$ cat src/rtl/hash_job_sequencer.sv
// Job sequencer: walks entries 0..num_entradas, sweeps nonces through an external
// hash core and reports, per entry, whether a hash prefix below the bounty was found.
module hash_job_sequencer #(
    parameter int              BOUNTY_W  = 24,
    parameter int              PTR_W     = 2,
    parameter int              NONCE_W   = 32,
    parameter longint unsigned MAX_TRIES = 256,
    parameter int              TIMEOUT   = 64
) (
    input  logic                clk,
    input  logic                reset_L,
    input  logic                start,
    input  logic [BOUNTY_W-1:0] bounty,
    input  logic [PTR_W-1:0]    num_entradas,
    output logic [PTR_W-1:0]    rd_ptr,
    output logic                hash_req,
    output logic [NONCE_W-1:0]  nonce,
    input  logic                hash_ack,
    input  logic                hash_valid,
    input  logic [BOUNTY_W-1:0] hash_out,
    output logic [BOUNTY_W-1:0] bounty_out,
    output logic                found_valid,
    output logic                found_ok,
    output logic [NONCE_W-1:0]  found_nonce,
    output logic                busy,
    output logic                error,
    output logic                fin,
    output logic [2:0]          state_dbg
);

    typedef enum logic [2:0] {
        S_IDLE   = 3'd0,
        S_ISSUE  = 3'd1,
        S_WAIT   = 3'd2,
        S_REPORT = 3'd3,
        S_DONE   = 3'd4
    } state_t;

    localparam int                 TW         = $clog2(TIMEOUT);
    localparam logic [TW-1:0]      TMO_LAST   = TW'(TIMEOUT - 1);
    localparam logic [NONCE_W-1:0] LAST_NONCE = NONCE_W'(MAX_TRIES - 1);

    state_t             state, next_state;
    logic [PTR_W-1:0]   num_q;
    logic [TW-1:0]      tmo_cnt;
    logic               accept, take, hit, give_up, retry, timed_out, tick, advance;

    assign state_dbg = state;

    always_ff @(posedge clk or negedge reset_L) begin
        if (!reset_L) state <= S_IDLE;
        else          state <= next_state;
    end

    // Core handshake: a request transfers on any rising edge where hash_req and
    // hash_ack are both high; hash_req and nonce stay constant until then.
    // hash_valid is a one-cycle result strobe and only means something in S_WAIT.
    always_comb begin
        next_state = state;
        accept     = 1'b0;
        take       = 1'b0;
        hit        = 1'b0;
        give_up    = 1'b0;
        retry      = 1'b0;
        timed_out  = 1'b0;
        tick       = 1'b0;
        advance    = 1'b0;
        case (state)
            S_IDLE, S_DONE: begin
                if (start) begin
                    accept     = 1'b1;
                    next_state = S_ISSUE;
                end
            end
            S_ISSUE: begin
                if (hash_ack) begin
                    take       = 1'b1;
                    next_state = S_WAIT;
                end
            end
            S_WAIT: begin
                if (hash_valid) begin
                    if (hash_out < bounty_out) begin
                        hit        = 1'b1;
                        next_state = S_REPORT;
                    end else if (nonce == LAST_NONCE) begin
                        give_up    = 1'b1;
                        next_state = S_REPORT;
                    end else begin
                        retry      = 1'b1;
                        next_state = S_ISSUE;
                    end
                end else if (tmo_cnt == TMO_LAST) begin
                    timed_out  = 1'b1;
                    next_state = S_DONE;
                end else begin
                    tick = 1'b1;
                end
            end
            S_REPORT: begin
                if (rd_ptr == num_q) begin
                    next_state = S_DONE;
                end else begin
                    advance    = 1'b1;
                    next_state = S_ISSUE;
                end
            end
            default: next_state = S_IDLE;
        endcase
    end

    // Status flags are registered from next_state so they line up with the state.
    always_ff @(posedge clk or negedge reset_L) begin
        if (!reset_L) begin
            rd_ptr      <= '0;
            hash_req    <= 1'b0;
            nonce       <= '0;
            bounty_out  <= '0;
            num_q       <= '0;
            tmo_cnt     <= '0;
            found_valid <= 1'b0;
            found_ok    <= 1'b0;
            found_nonce <= '0;
            busy        <= 1'b0;
            error       <= 1'b0;
            fin         <= 1'b0;
        end else begin
            hash_req    <= (next_state == S_ISSUE);
            busy        <= (next_state == S_ISSUE) || (next_state == S_WAIT) ||
                           (next_state == S_REPORT);
            fin         <= (next_state == S_DONE);
            found_valid <= (next_state == S_REPORT);
            if (accept) begin
                bounty_out <= bounty;
                num_q      <= num_entradas;
                rd_ptr     <= '0;
                nonce      <= '0;
                error      <= 1'b0;
            end
            if (take) tmo_cnt <= '0;
            if (tick) tmo_cnt <= tmo_cnt + 1'b1;
            if (retry) nonce <= nonce + 1'b1;
            // On give-up the nonce already equals MAX_TRIES-1.
            if (hit || give_up) begin
                found_ok    <= hit;
                found_nonce <= nonce;
            end
            if (timed_out) error <= 1'b1;
            if (advance) begin
                rd_ptr <= rd_ptr + 1'b1;
                nonce  <= '0;
            end
        end
    end

endmodule

$ cat config.mk
export PLATFORM = sky130hd
export DESIGN_NAME = hash_job_sequencer
export DESIGN_NICKNAME = d
export VERILOG_FILES = /design/src/rtl/hash_job_sequencer.sv
export SDC_FILE = /design/constraint.sdc
export NUM_CORES = 1
export LEC_CHECK = 0
export ABC_CLOCK_PERIOD_IN_PS = 3400
export CORE_AREA = 2 2 129 131
export DETAILED_ROUTE_END_ITERATION = 10
export DIE_AREA = 0 0 131 133
export PLACE_DENSITY_LB_ADDON = 0.3
export SLEW_MARGIN = 10
export SYNTH_ARGS = -nofsm -noshare
export SYNTH_HDL_FRONTEND = slang
export SYNTH_SLANG_ARGS = --single-unit
$ cat constraint.sdc
create_clock -name clk -period 3.4 [get_ports clk]
set_input_delay 1.02 -clock clk [delete_from_list [all_inputs] [get_ports clk]]
set_output_delay 1.02 -clock clk [all_outputs]
set_load 0.01 [all_outputs]
# == Word-level counts from Yosys, hierarchy flattened ==
# Cells that the tools add are included.
# totals
ff_bits,107
in_bits,55
out_inout_bits,99
wordCells,77
# classes
n_addsub,3
order_cmp,1
eq_ne,11
mux,40
n_reduce_logical,9
# op_table
cell,n
$mux W32,3
$add A32 B1 Y32 const B,1
$eq A32 B8 Y1 const B,1
$mux W1,25
$lt A24 B24 Y1,1
$mux W3,5
$eq A3 B2 Y1 const B,4
$mux W6,2
$pmux W3 S4,1
$mux W2,4
$add A6 B1 Y6 const B,1
$eq A3 B1 Y1 const B,2
$eq A3 B3 Y1 const B,2
$eq A6 B6 Y1 const B,1
$reduce_bool A2 Y1,3
$logic_not A3 Y1,1
$logic_or A1 B1 Y1,3
$reduce_bool A3 Y1,1
$add A2 B1 Y2 const B,1
$eq A2 B2 Y1,1
$reduce_or A2 Y1,1

# == Depth between registers and ports, before layout ==
# Gate-level depths: netlist (run 1).
# logic_depth
ltp_word,8
depth_mapped,10
ltp_nobuf,9

# == Worst setup path before layout (run 1) ==
# OpenSTA, ideal clock, no wires.
# synth_timing
kind,input-to-reg
from,input hash_out[19]
to,register found_nonce[0]
setup_ps,125
arrival_ps,3132
required_ps,3275
slack_ps,143
cell_stages,8
n_path_buf,1
path_cell_list,ha_1 -> nand4_1 -> or4_4 -> o41ai_4 -> nor2_2 -> o21ai_4 -> buf_12 -> mux2_4
# synth_between
elab_chain_cells,5
elab_cells_between_ends,8
classes_between,order compare: 1; mux: 6; reduce/logical: 1
# synth_rtl
item,line_no,rtl
start: declaration,20,"input logic [BOUNTY_W-1:0] hash_out,"
$lt A24 B24 Y1 (*),83,if (hash_out < bounty_out) begin
$mux W1,83,
$mux W1,82,if (hash_valid) begin
$mux W1,68,case (state)
$logic_or A1 B1 Y1 (*),144,if (hit || give_up) begin
end signal: assignment,146,found_nonce <= nonce;
end: declaration,24,"output logic [NONCE_W-1:0] found_nonce,"
# Mark *: on every way between the ends. The rest lies on a longest branch, timed or not.
# A chain may end at the register's enable or synchronous reset.

# == Worst setup path after layout (run 1) ==
# layout_timing
from,input hash_out[2]
to,register found_nonce[7]
# The elaborated chain is that of the path after synthesis.

==> results_dict.tcl, run 1 <==
set metrics [dict create \
    crit_arrival_ns 3.58 \
    cp_cell_sequence "clkdlybuf4s50_1, ha_1, nand2_1, o21ai_1, a41oi_2, buf_4, o41ai_4, nor2_2, o21ai_4, buf_6, buf_16, mux2_4" \
    ant_nets 0 \
    via_per_inst 5.02 \
    die_x_um 131 \
    ys_top_cells_by_area "dfrtp_1 49%, mux2_4 7.1%, ha_1 5.7%" \
    hold_class "reg -> reg" \
    ys_types 56 \
    finalWorstSetupSlack_ns 0.0653 \
    core_um2 16200 \
    p_per_area_nw_per_um2 561 \
    nFillCells 1440 \
    totalWireLength_mm 15.2 \
    worst_setup_hold_path_clk_slew_ns 0.07 \
    r2r_start "bounty_out[7]$_DFFE_PN0P_" \
    route.detailed.drc 0 \
    final_util_pct 48.9 \
    avgSynthCellArea_um2 10.6 \
    fin_cells 921 \
    cts_root_buffer "clkbuf_16" \
    finalPower_mw 4.44 \
    crit_fanout 8 \
    synth-seq-cells 107 \
    pre_cts_ws_ns -0.389 \
    numPortBuffers 153 \
    yosysTopAreaCell "dfrtp_1" \
    outcome "finished, final reports clean" \
    peakVddDrop_mv 0.343 \
    multi_input_area_um2 2620 \
    dieHeight_um 133 \
    cp_slowest_cell "clkdlybuf4s50_1" \
    worst_ep_required_time_ns 3.64 \
    synth-async-reset-ratio_pct 100 \
    synth_area_um2 5520 \
    tightest_slew_ns 0.627 \
    fin_tns_setup_ns 0 \
    hold_viol 0 \
    seqCellArea_um2 2680 \
    reg2regPathDepth 13 \
    post_drt_wl_per_cell_um 16.5 \
    drtPass1Iterations 4 \
    h-tree-depth 3 \
    critical_path_buf_inv_count 4 \
    fmax_ghz 0.300 \
    final.setup_skew_ns 0.00954 \
    finalWeightedCongestion 0.797 \
    finalSetupViolations 0 \
    area_growth_pct 43.5 \
    diodes 0 \
    final_nets 776 \
    fin_area_um2 7910 \
    synth_edf_count 0 \
    critPathMaxStageDelay_ns 0.41 \
    start_kind "input pin" \
    synth-seq-area-share_pct 48.5 \
    drtIter0Drc 258 \
    max-cap-violations 0 \
    antenna_found_initial 0 \
    start_util_pct 34.1 \
    crit_path_end_kind "flop" \
    placed_cell_area_um2 7430 \
    syn_nets 598 \
    vias 4622 \
    synth-main-ff-cell "dfrtp_1" \
    synth_cells 518 \
    grt_pass1_vias 4621 \
    max_slew_margin_pct 57.8 \
    holdPathStages 1 \
    cts_buffer_depth 2 \
    layout-drive-gt1-share_pct 15.3 \
    cts_sinks 107 \
    worstSetupPathType "in -> reg" \
    cts_tree "yes" \
    hpwlAfterDp_mm 10.7 \
    row_count 47 \
    fin_crit_sh_pct 98.1 \
    cts_buffers 9 \
    hold_slack_ns 0.488 \
    r2r-end "nonce[28]$_DFFE_PN0P_" \
    whs_endpoint "tmo_cnt[5]$_DFFE_PN0P_" \
    reg2reg_setup_slack_ns 0.54 \
    pin_count 154 \
    leakage_nw 3.76 \
    grt_pass1_wl_mm 24.1 \
    clk-insertion-delay-late_ns 0.36 \
    place_inst 894 \
    finalCriticalPeriod_ns 3.33 \
    grt.total_usage_pct 17.7 \
    maxSlewViolCount 0 \
    grt_max_degree 58 \
    grt_overflow 0 \
    netlist.area_leader.share_pct 48.5 \
    crit_family "compound AO/OA/AOI/OAI gates" \
    yosys_warnings 0 \
    hold_start "tmo_cnt[5]$_DFFE_PN0P_" \
    dieArea_um2 17400 \
]
==> worst register-to-register path, delay by kind of cell (launching register included) <==
kind / cells / cell delay (ns)
and+or+nand+nor: 2 / 0.25
adders and majority gates: 1 / 0.30
AOI/OAI and AO/OA: 5 / 1.15
DFF: 1 / 0.35
buffers and inverters: 5 / 0.71
==> cell families after synthesis <==
| family | synth area share, % |
|---|---|
| flops | 48.5 |
| simple gates | 17.6 |
| xor+xnor | 1.59 |
| buf+inv | 4.76 |
| fa+ha+maj | 5.67 |
| mux | 9.07 |
| compound gates | 12.8 |
==> power by group <==
| group | leakage (nW) | internal [mW] | switching, mW |
|---|---|---|---|
| Combinational | 2.17 | 0.884 | 0.850 |
| Clock | 0.145 | 0.588 | 0.470 |
| Sequential | 1.44 | 1.49 | 0.165 |
==> registers in the layout, indices dropped and copies added (netlist names) <==
| name | cells |
|---|---|
| found_nonce | 32 |
| nonce | 32 |
| bounty_out | 24 |
| tmo_cnt | 6 |
| state_dbg | 3 |
| num_q | 2 |
| rd_ptr | 2 |
| busy | 1 |
| error | 1 |
| fin | 1 |
| found_ok | 1 |
| found_valid | 1 |
| hash_req | 1 |
==> area by class of cell <==
cell class	count	share of cell area (%)
clock buffers	11	3.07
flip-flops and latches	107	33.8
clock inverters	5	0.664
well taps	220	3.48
multi-input cells	360	33.2
inverters	30	1.42
repair buffers	188	24.4
==> how the worst max path moves through the flow <==
stage	from	end	slack, ns	cells after the start
floorplan	hash_out[19]	found_nonce[0]$_DFFE_PN0P_	0.14	8
global placement	hash_out[23]	found_nonce[13]$_DFFE_PN0P_	-0.32	9
detailed placement	hash_out[18]	found_nonce[14]$_DFFE_PN0P_	-0.39	9
CTS	hash_out[6]	nonce[21]$_DFFE_PN0P_	0.0003	13
global route	hash_out[1]	found_nonce[21]$_DFFE_PN0P_	-0.006	12
finish	hash_out[2]	found_nonce[7]$_DFFE_PN0P_	0.07	12
==> timing repair <==
action,in CTS,in global routing
gates resized for setup,8,11
buffers inserted,7,1
hold buffers,0,0
cloned,1,3
hold endpoints to repair,0,0
pin swaps,11,9
endpoints found under the setup margin,2,61
==> cells in the mapped netlist (9+ instances only) <==
library cell	count
dfrtp_1	107
xnor2_1	9
nand3_1	22
clkbuf_1	10
mux2_4	26
nor3_1	19
and3_1	26
inv_1	30
o21ai_0	48
ha_1	25
a21oi_1	12
nand2_1	61
nor2_1	15
a211o_1	16
==> cell usage in the layout (no fill, tap or decap), types with 4 or more instances in the layout <==
cell / Yosys / routed
dlygate4sd2_1: 0 / 4
nand3_1: 22 / 22
mux2_4: 26 / 26
a21o_1: 7 / 7
buf_4: 2 / 24
nor2_1: 15 / 15
inv_1: 30 / 30
or3_1: 4 / 4
mux2_2: 8 / 8
ha_1: 25 / 23
dlymetal6s2s_1: 0 / 4
nor3_1: 19 / 19
a211o_1: 16 / 16
and3_1: 26 / 25
o21ai_0: 48 / 47
clkdlybuf4s50_1: 0 / 144
nor4_1: 7 / 7
nand2_1: 61 / 61
buf_12: 2 / 5
nand4_1: 6 / 6
dfrtp_1: 107 / 107
clkbuf_16: 0 / 11
xnor2_1: 9 / 9
a21oi_1: 12 / 12
buf_6: 2 / 4
a221o_1: 4 / 4
==> per-layer routing <==
| metal | track usage, % | up-vias | wire length [um] |
|---|---|---|---|
| li1 | - | 2211 | - |
| met1 | 23.7 | 2247 | 6630 |
| met2 | 27.3 | 132 | 7220 |
| met3 | 3.56 | 32 | 817 |
| met4 | 8.57 | 0 | 480 |
| met5 | 0 | - | 0 |
(Power assumes the default switching activity.)
==> inputs of run 2 (changes only) <==
--- a/config.mk
+++ b/config.mk
@@ -9,7 +9,9 @@
 export CORE_AREA = 2 2 129 131
 export DETAILED_ROUTE_END_ITERATION = 10
 export DIE_AREA = 0 0 131 133
+export MAX_ROUTING_LAYER = met4
 export PLACE_DENSITY_LB_ADDON = 0.3
+export SETUP_SLACK_MARGIN = 0.2
 export SLEW_MARGIN = 10
 export SYNTH_ARGS = -nofsm -noshare
 export SYNTH_HDL_FRONTEND = slang
==> results_dict.tcl, run 2 (synthesis gave the netlist of run 1 again) <==
set metrics [dict create \
    outcome "finished, final reports clean" \
    tightest_slew_ns 0.607 \
    r2r-end "nonce[2]$_DFFE_PN0P_" \
    core_um2 16200 \
    dieHeight_um 133 \
    hold_viol 0 \
    worstSetupPathType "in -> reg" \
    cp_slowest_cell "a221o_1" \
    grt.total_usage_pct 18.3 \
    die_x_um 131 \
    p_comb_share_pct 40.5 \
    via_per_inst 5.01 \
    drtIter0Drc 246 \
    finalCriticalPeriod_ns 3.14 \
    start_kind "input pin" \
    place_inst 890 \
    ant_nets 0 \
    pin_count 154 \
    post_drt_wl_per_cell_um 16.6 \
    cts_tree "yes" \
    start_util_pct 34.1 \
    hold_class "reg -> reg" \
    reg2regPathDepth 14 \
    numPortBuffers 153 \
    grt_pass1_wl_mm 24.1 \
    cts_buffer_depth 2 \
    fin_cells 926 \
    p_int_mw 2.92 \
    layout-drive-gt1-share_pct 19.5 \
    rsz0062_at_grt "no" \
    diodes 0 \
    clk-insertion-delay-late_ns 0.36 \
    layout_common_cells "133 x clkdlybuf4s50_1, 107 x dfrtp_1, 61 x nand2_1" \
    cts_sinks 107 \
    worst_ep_required_time_ns 3.64 \
    antenna_found_initial 0 \
    pwr-share-seq_pct 36.7 \
    max-cap-violations 0 \
    finalWeightedCongestion 0.856 \
    finalSetupViolations 0 \
    cp-startpoint "hash_out[5]" \
    dieArea_um2 17400 \
    p_sw_mw 1.56 \
    crit_fanout 8 \
    p_per_area_nw_per_um2 553 \
    fin_area_um2 8120 \
    p_sw_share_pct 34.9 \
    worst_setup_hold_path_clk_slew_ns 0.08 \
    peakVddDrop_mv 0.310 \
    nFillCells 1432 \
    cp_cell_sequence "clkdlybuf4s15_1, ha_1, and3_4, a221o_1, a41oi_2, buf_4, o41ai_4, buf_4, buf_6, o21ai_4, buf_6, buf_12, nor3b_2, a221o_1" \
    reg_top3 "found_nonce x32, nonce x32, bounty_out x24" \
    grt_pass1_vias 4618 \
    leakage_nw 3.80 \
    h-tree-depth 3 \
    final.setup_skew_ns 0.00942 \
    grt_max_degree 54 \
    reg2reg_setup_slack_ns 0.63 \
    cp-endpoint "nonce[2]$_DFFE_PN0P_" \
    maxSlewViolCount 0 \
    hpwlAfterDp_mm 10.7 \
    vias 4635 \
    final_common_cell "clkdlybuf4s50_1" \
    r2r_start "bounty_out[4]$_DFFE_PN0P_" \
    drtPass1Iterations 4 \
    cts_buffers 9 \
    totalWireLength_mm 15.4 \
    area_growth_pct 47.2 \
    crit_arrival_ns 3.38 \
    clkPwrFrac_pct 22.8 \
    fin_crit_sh_pct 92.4 \
    row_count 47 \
    fmax_ghz 0.318 \
    grt_overflow 0 \
    critPathMaxStageDelay_ns 0.31 \
    cts_root_buffer "clkbuf_16" \
    crit_path_end_kind "flop" \
    final_nets 781 \
    max_slew_margin_pct 59.2 \
    placed_cell_area_um2 7480 \
    route.detailed.drc 0 \
]
## run 2: cell count changes in the layout (fill, tap and decap cells not counted), moves of 2 or more
cell             change
clkdlybuf4s50_1     -11
ha_1                 -9
ha_4                 +9
buf_2                +6
buf_6                +4
buf_12               +3
buf_16               +3
clkbuf_2             +3
clkdlybuf4s15_1      +3
dlymetal6s2s_1       -3
clkinv_2             -2
dlygate4sd2_1        -2
inv_6                +2
## run 2: final cells by class
cell class,count,area (um2),share of cell area (%)
sequential,107,2680,33.0
clock buffer,9,225,2.77
multi-input combinational,360,2750,33.8
timing repair buffer,193,2020,24.9
clock inverter,7,62.6,0.771
tap,220,275,3.39
inverter,30,113,1.39
## run 2: how the worst min path moves through the flow
stage,startpoint,to,cells after the start
2_1_floorplan,tmo_cnt[5]$_DFFE_PN0P_,tmo_cnt[5]$_DFFE_PN0P_,1
3_3_place_gp,tmo_cnt[5]$_DFFE_PN0P_,tmo_cnt[5]$_DFFE_PN0P_,1
3_5_place_dp,tmo_cnt[5]$_DFFE_PN0P_,tmo_cnt[5]$_DFFE_PN0P_,1
4_1_cts,tmo_cnt[5]$_DFFE_PN0P_,tmo_cnt[5]$_DFFE_PN0P_,1
5_1_grt,tmo_cnt[5]$_DFFE_PN0P_,tmo_cnt[5]$_DFFE_PN0P_,1
6_report,tmo_cnt[5]$_DFFE_PN0P_,tmo_cnt[5]$_DFFE_PN0P_,1
## run 2: critical path: cells and delay by family
kind            cells  cell delay (ns)
simple gates        2             0.21
fa+ha+maj           1             0.28
buf+inv             6             0.84
compound gates      5             1.03
## run 2: through the flow
step	power, mW	hold WS (ns)	TNS (ns)	util [%]	setup slack (ns)
global placement	3.28	0.464	-16.84	46.2	-0.327
CTS	4.48	0.487	0	49.2	0.193
floorplan	2.51	0.445	0	-	0.187
finish	4.49	0.488	0	50.2	0.259
global route	4.79	0.506	0	50.2	0.171
detailed placement	3.34	0.469	-19.11	46.2	-0.369
## run 2: power groups by stage
stage	sequential, mW	combinational [mW]	clock, mW
finish	1.65	1.82	1.02
global route	1.68	2.00	1.12
floorplan	1.72	0.793	0
detailed placement	1.67	1.67	0
CTS	1.65	1.78	1.05
global placement	1.66	1.62	0
## run 2: per-layer routing
metal | part of all wire (%) | global-route usage, % | vias up | wire length (um)
li1 | - | - | 2214 | -
met1 | 45 | 23.7 | 2294 | 6930
met4 | 2.2 | 6.50 | 0 | 345
met2 | 49 | 29.4 | 104 | 7620
met3 | 3.4 | 2.18 | 23 | 517
met5 | 0 | - | - | 0
## run 2: what timing repair did
item,CTS,global route
hold buffers,0,0
gates resized for setup,62,20
cloned,3,2
pin swaps,32,17
endpoints found under the setup margin,56,41
buffers inserted,8,7
==> inputs of run 3 (changes only) <==
--- a/config.mk
+++ b/config.mk
@@ -6,11 +6,14 @@
 export NUM_CORES = 1
 export LEC_CHECK = 0
 export ABC_CLOCK_PERIOD_IN_PS = 3400
+export CELL_PAD_IN_SITES_DETAIL_PLACEMENT = 1
+export CELL_PAD_IN_SITES_GLOBAL_PLACEMENT = 1
 export CORE_AREA = 2 2 129 131
 export DETAILED_ROUTE_END_ITERATION = 10
 export DIE_AREA = 0 0 131 133
 export MAX_ROUTING_LAYER = met4
 export PLACE_DENSITY_LB_ADDON = 0.3
+export RECOVER_POWER = 50
 export SETUP_SLACK_MARGIN = 0.2
 export SLEW_MARGIN = 10
 export SYNTH_ARGS = -nofsm -noshare
==> results_dict.tcl, run 3 (synthesis gave the netlist of run 1 again) <==
set metrics [dict create \
    clk-insertion-delay-late_ns 0.35 \
    worst_ep_required_time_ns 3.63 \
    worstSetupPathType "in -> reg" \
    hpwlAfterDp_mm 12.1 \
    dieArea_um2 17400 \
    fmax_ghz 0.315 \
    finalCriticalPeriod_ns 3.18 \
    route.detailed.drc 0 \
    ant_nets 0 \
    fin_area_um2 8190 \
    grt.total_usage_pct 20.3 \
    cp_cell_sequence "clkbuf_2, ha_4, and3_4, buf_6, a41oi_2, buf_4, o41ai_4, buf_4, buf_6, o21a_4, nor3_4, buf_12, buf_12, a221o_1" \
    crit_family "compound AO/OA/AOI/OAI gates" \
    hold_class "reg -> reg" \
    final_util_pct 50.6 \
    layout-drive-gt1-share_pct 20.9 \
    p_sw_mw 1.66 \
    cts_tree "yes" \
    numPortBuffers 153 \
    max_slew_margin_pct -46.3 \
    leakage_nw 3.90 \
    start_util_pct 34.1 \
    rsz0062_at_grt "no" \
    hold_viol 0 \
    cts_buffer_depth 2 \
    maxSlewViolCount 39 \
    finalPower_mw 4.69 \
    fin_crit_sh_pct 93.4 \
    cts_root_buffer "clkbuf_16" \
    via_per_inst 5.13 \
    outcome "finished with violations" \
    dieHeight_um 133 \
    final_common_cell "dfrtp_1" \
    core_um2 16200 \
    crit_arrival_ns 3.41 \
    final_nets 784 \
    critPathMaxStageDelay_ns 0.34 \
    finalWorstSetupSlack_ns 0.223 \
    max-cap-violations 1 \
    vias 4767 \
    ctsHoldBuffers 0 \
    fin_cells 930 \
    fin_tns_setup_ns 0 \
    layout_common_cells "107 x dfrtp_1, 94 x clkdlybuf4s50_1, 58 x nand2_1" \
    row_count 47 \
    clkPwrFrac_pct 21.9 \
    start_kind "input pin" \
    area_growth_pct 48.4 \
    post_drt_wl_per_cell_um 19.1 \
    die_x_um 131 \
    nFillCells 1747 \
    p_comb_share_pct 42.9 \
    worst_setup_hold_path_clk_slew_ns 0.07 \
    peakVddDrop_mv 0.270 \
    p_per_area_nw_per_um2 573 \
    reg_top3 "found_nonce x32, nonce x32, bounty_out x24" \
    final.setup_skew_ns 0.00795 \
    pre_cts_ws_ns -0.401 \
    cts_sinks 107 \
    p_int_mw 3.03 \
    totalWireLength_mm 17.7 \
    hold_slack_ns 0.485 \
    tightest_slew_ns 2.19 \
    p_sw_share_pct 35.5 \
    violations "capacitance limit, slew limit" \
    pwr-share-seq_pct 35.1 \
    antenna_found_initial 1 \
    place_inst 893 \
    cp_slowest_cell "o41ai_4" \
    finalWeightedCongestion 0.875 \
    placed_cell_area_um2 7510 \
    grt_pass1_wl_mm 27.0 \
    cts_buffers 9 \
    grt_max_degree 51 \
    drtPass1Iterations 4 \
    crit_path_end_kind "flop" \
    finalSetupViolations 0 \
    h-tree-depth 3 \
    grt_pass1_vias 5164 \
    crit_fanout 6 \
    grt_overflow 0 \
    critical_path_buf_inv_count 7 \
    drtIter0Drc 144 \
    pin_count 154 \
]
run 3: changes by cell type in the layout (fill, tap and decap cells not counted), sizes merged:
cell | before | now
dlygate4sd2 | 2 | 0
clkdlybuf4s50 | 133 | 94
clkdlybuf4s15 | 3 | 4
clkbuf | 14 | 24
inv | 32 | 30
buf | 49 | 46
diode | 0 | 1
dlygate4sd3 | 0 | 38
run 3: routing by layer:
layer  GRT usage (%)  vias to the layer above  part of all wire, %
met5               -                        -                    0
met4            7.92                        0                  2.8
met3            2.26                       32                  2.8
met2            32.7                      106                   49
met1            26.1                     2401                   45
li1                -                     2228                    -
run 3: final cells by class:
type / instances / area (um2) / share of cell area (%)
Antenna cell: 1 / 2.50 / 0.0306
Sequential cell: 107 / 2680 / 32.7
Timing Repair Buffer: 196 / 2030 / 24.8
Tap cell: 220 / 275 / 3.36
Clock buffer: 11 / 253 / 3.09
Inverter: 30 / 113 / 1.38
Multi-Input combinational cell: 360 / 2800 / 34.2
Clock inverter: 5 / 37.5 / 0.459
run 3: path summary, 6_finish.rpt:
path	depth (start not counted)	to	slack, ns	from
worst max-delay path	14	nonce[2]$_DFFE_PN0P_	0.22	hash_out[6]
worst min-delay path	1	tmo_cnt[5]$_DFFE_PN0P_	0.49	tmo_cnt[5]$_DFFE_PN0P_
worst max register to register	12	nonce[2]$_DFFE_PN0P_	0.53	bounty_out[19]$_DFFE_PN0P_
worst min register to register	1	tmo_cnt[5]$_DFFE_PN0P_	0.49	tmo_cnt[5]$_DFFE_PN0P_
max in group asynchronous	2	bounty_out[3]$_DFFE_PN0P_	0.55	reset_L
min in group asynchronous	1	tmo_cnt[4]$_DFFE_PN0P_	1.31	reset_L
run 3: power groups by stage:
stage                     clock [mW]  combinational (mW)  sequential (mW)
after floorplan                    0               0.793             1.72
after global placement             0                1.66             1.66
after detailed placement           0                1.74             1.68
after CTS                       1.06                1.87             1.66
after global routing            1.11                2.20             1.68
final                           1.03                2.01             1.65
run 3: timing repair:
item                                    in CTS  in global routing
endpoints found under the setup margin      58                 36
gates cloned                                 1                  6
resized for setup                           69                 31
pin swaps                                   30                 22
buffers inserted                            10                  3
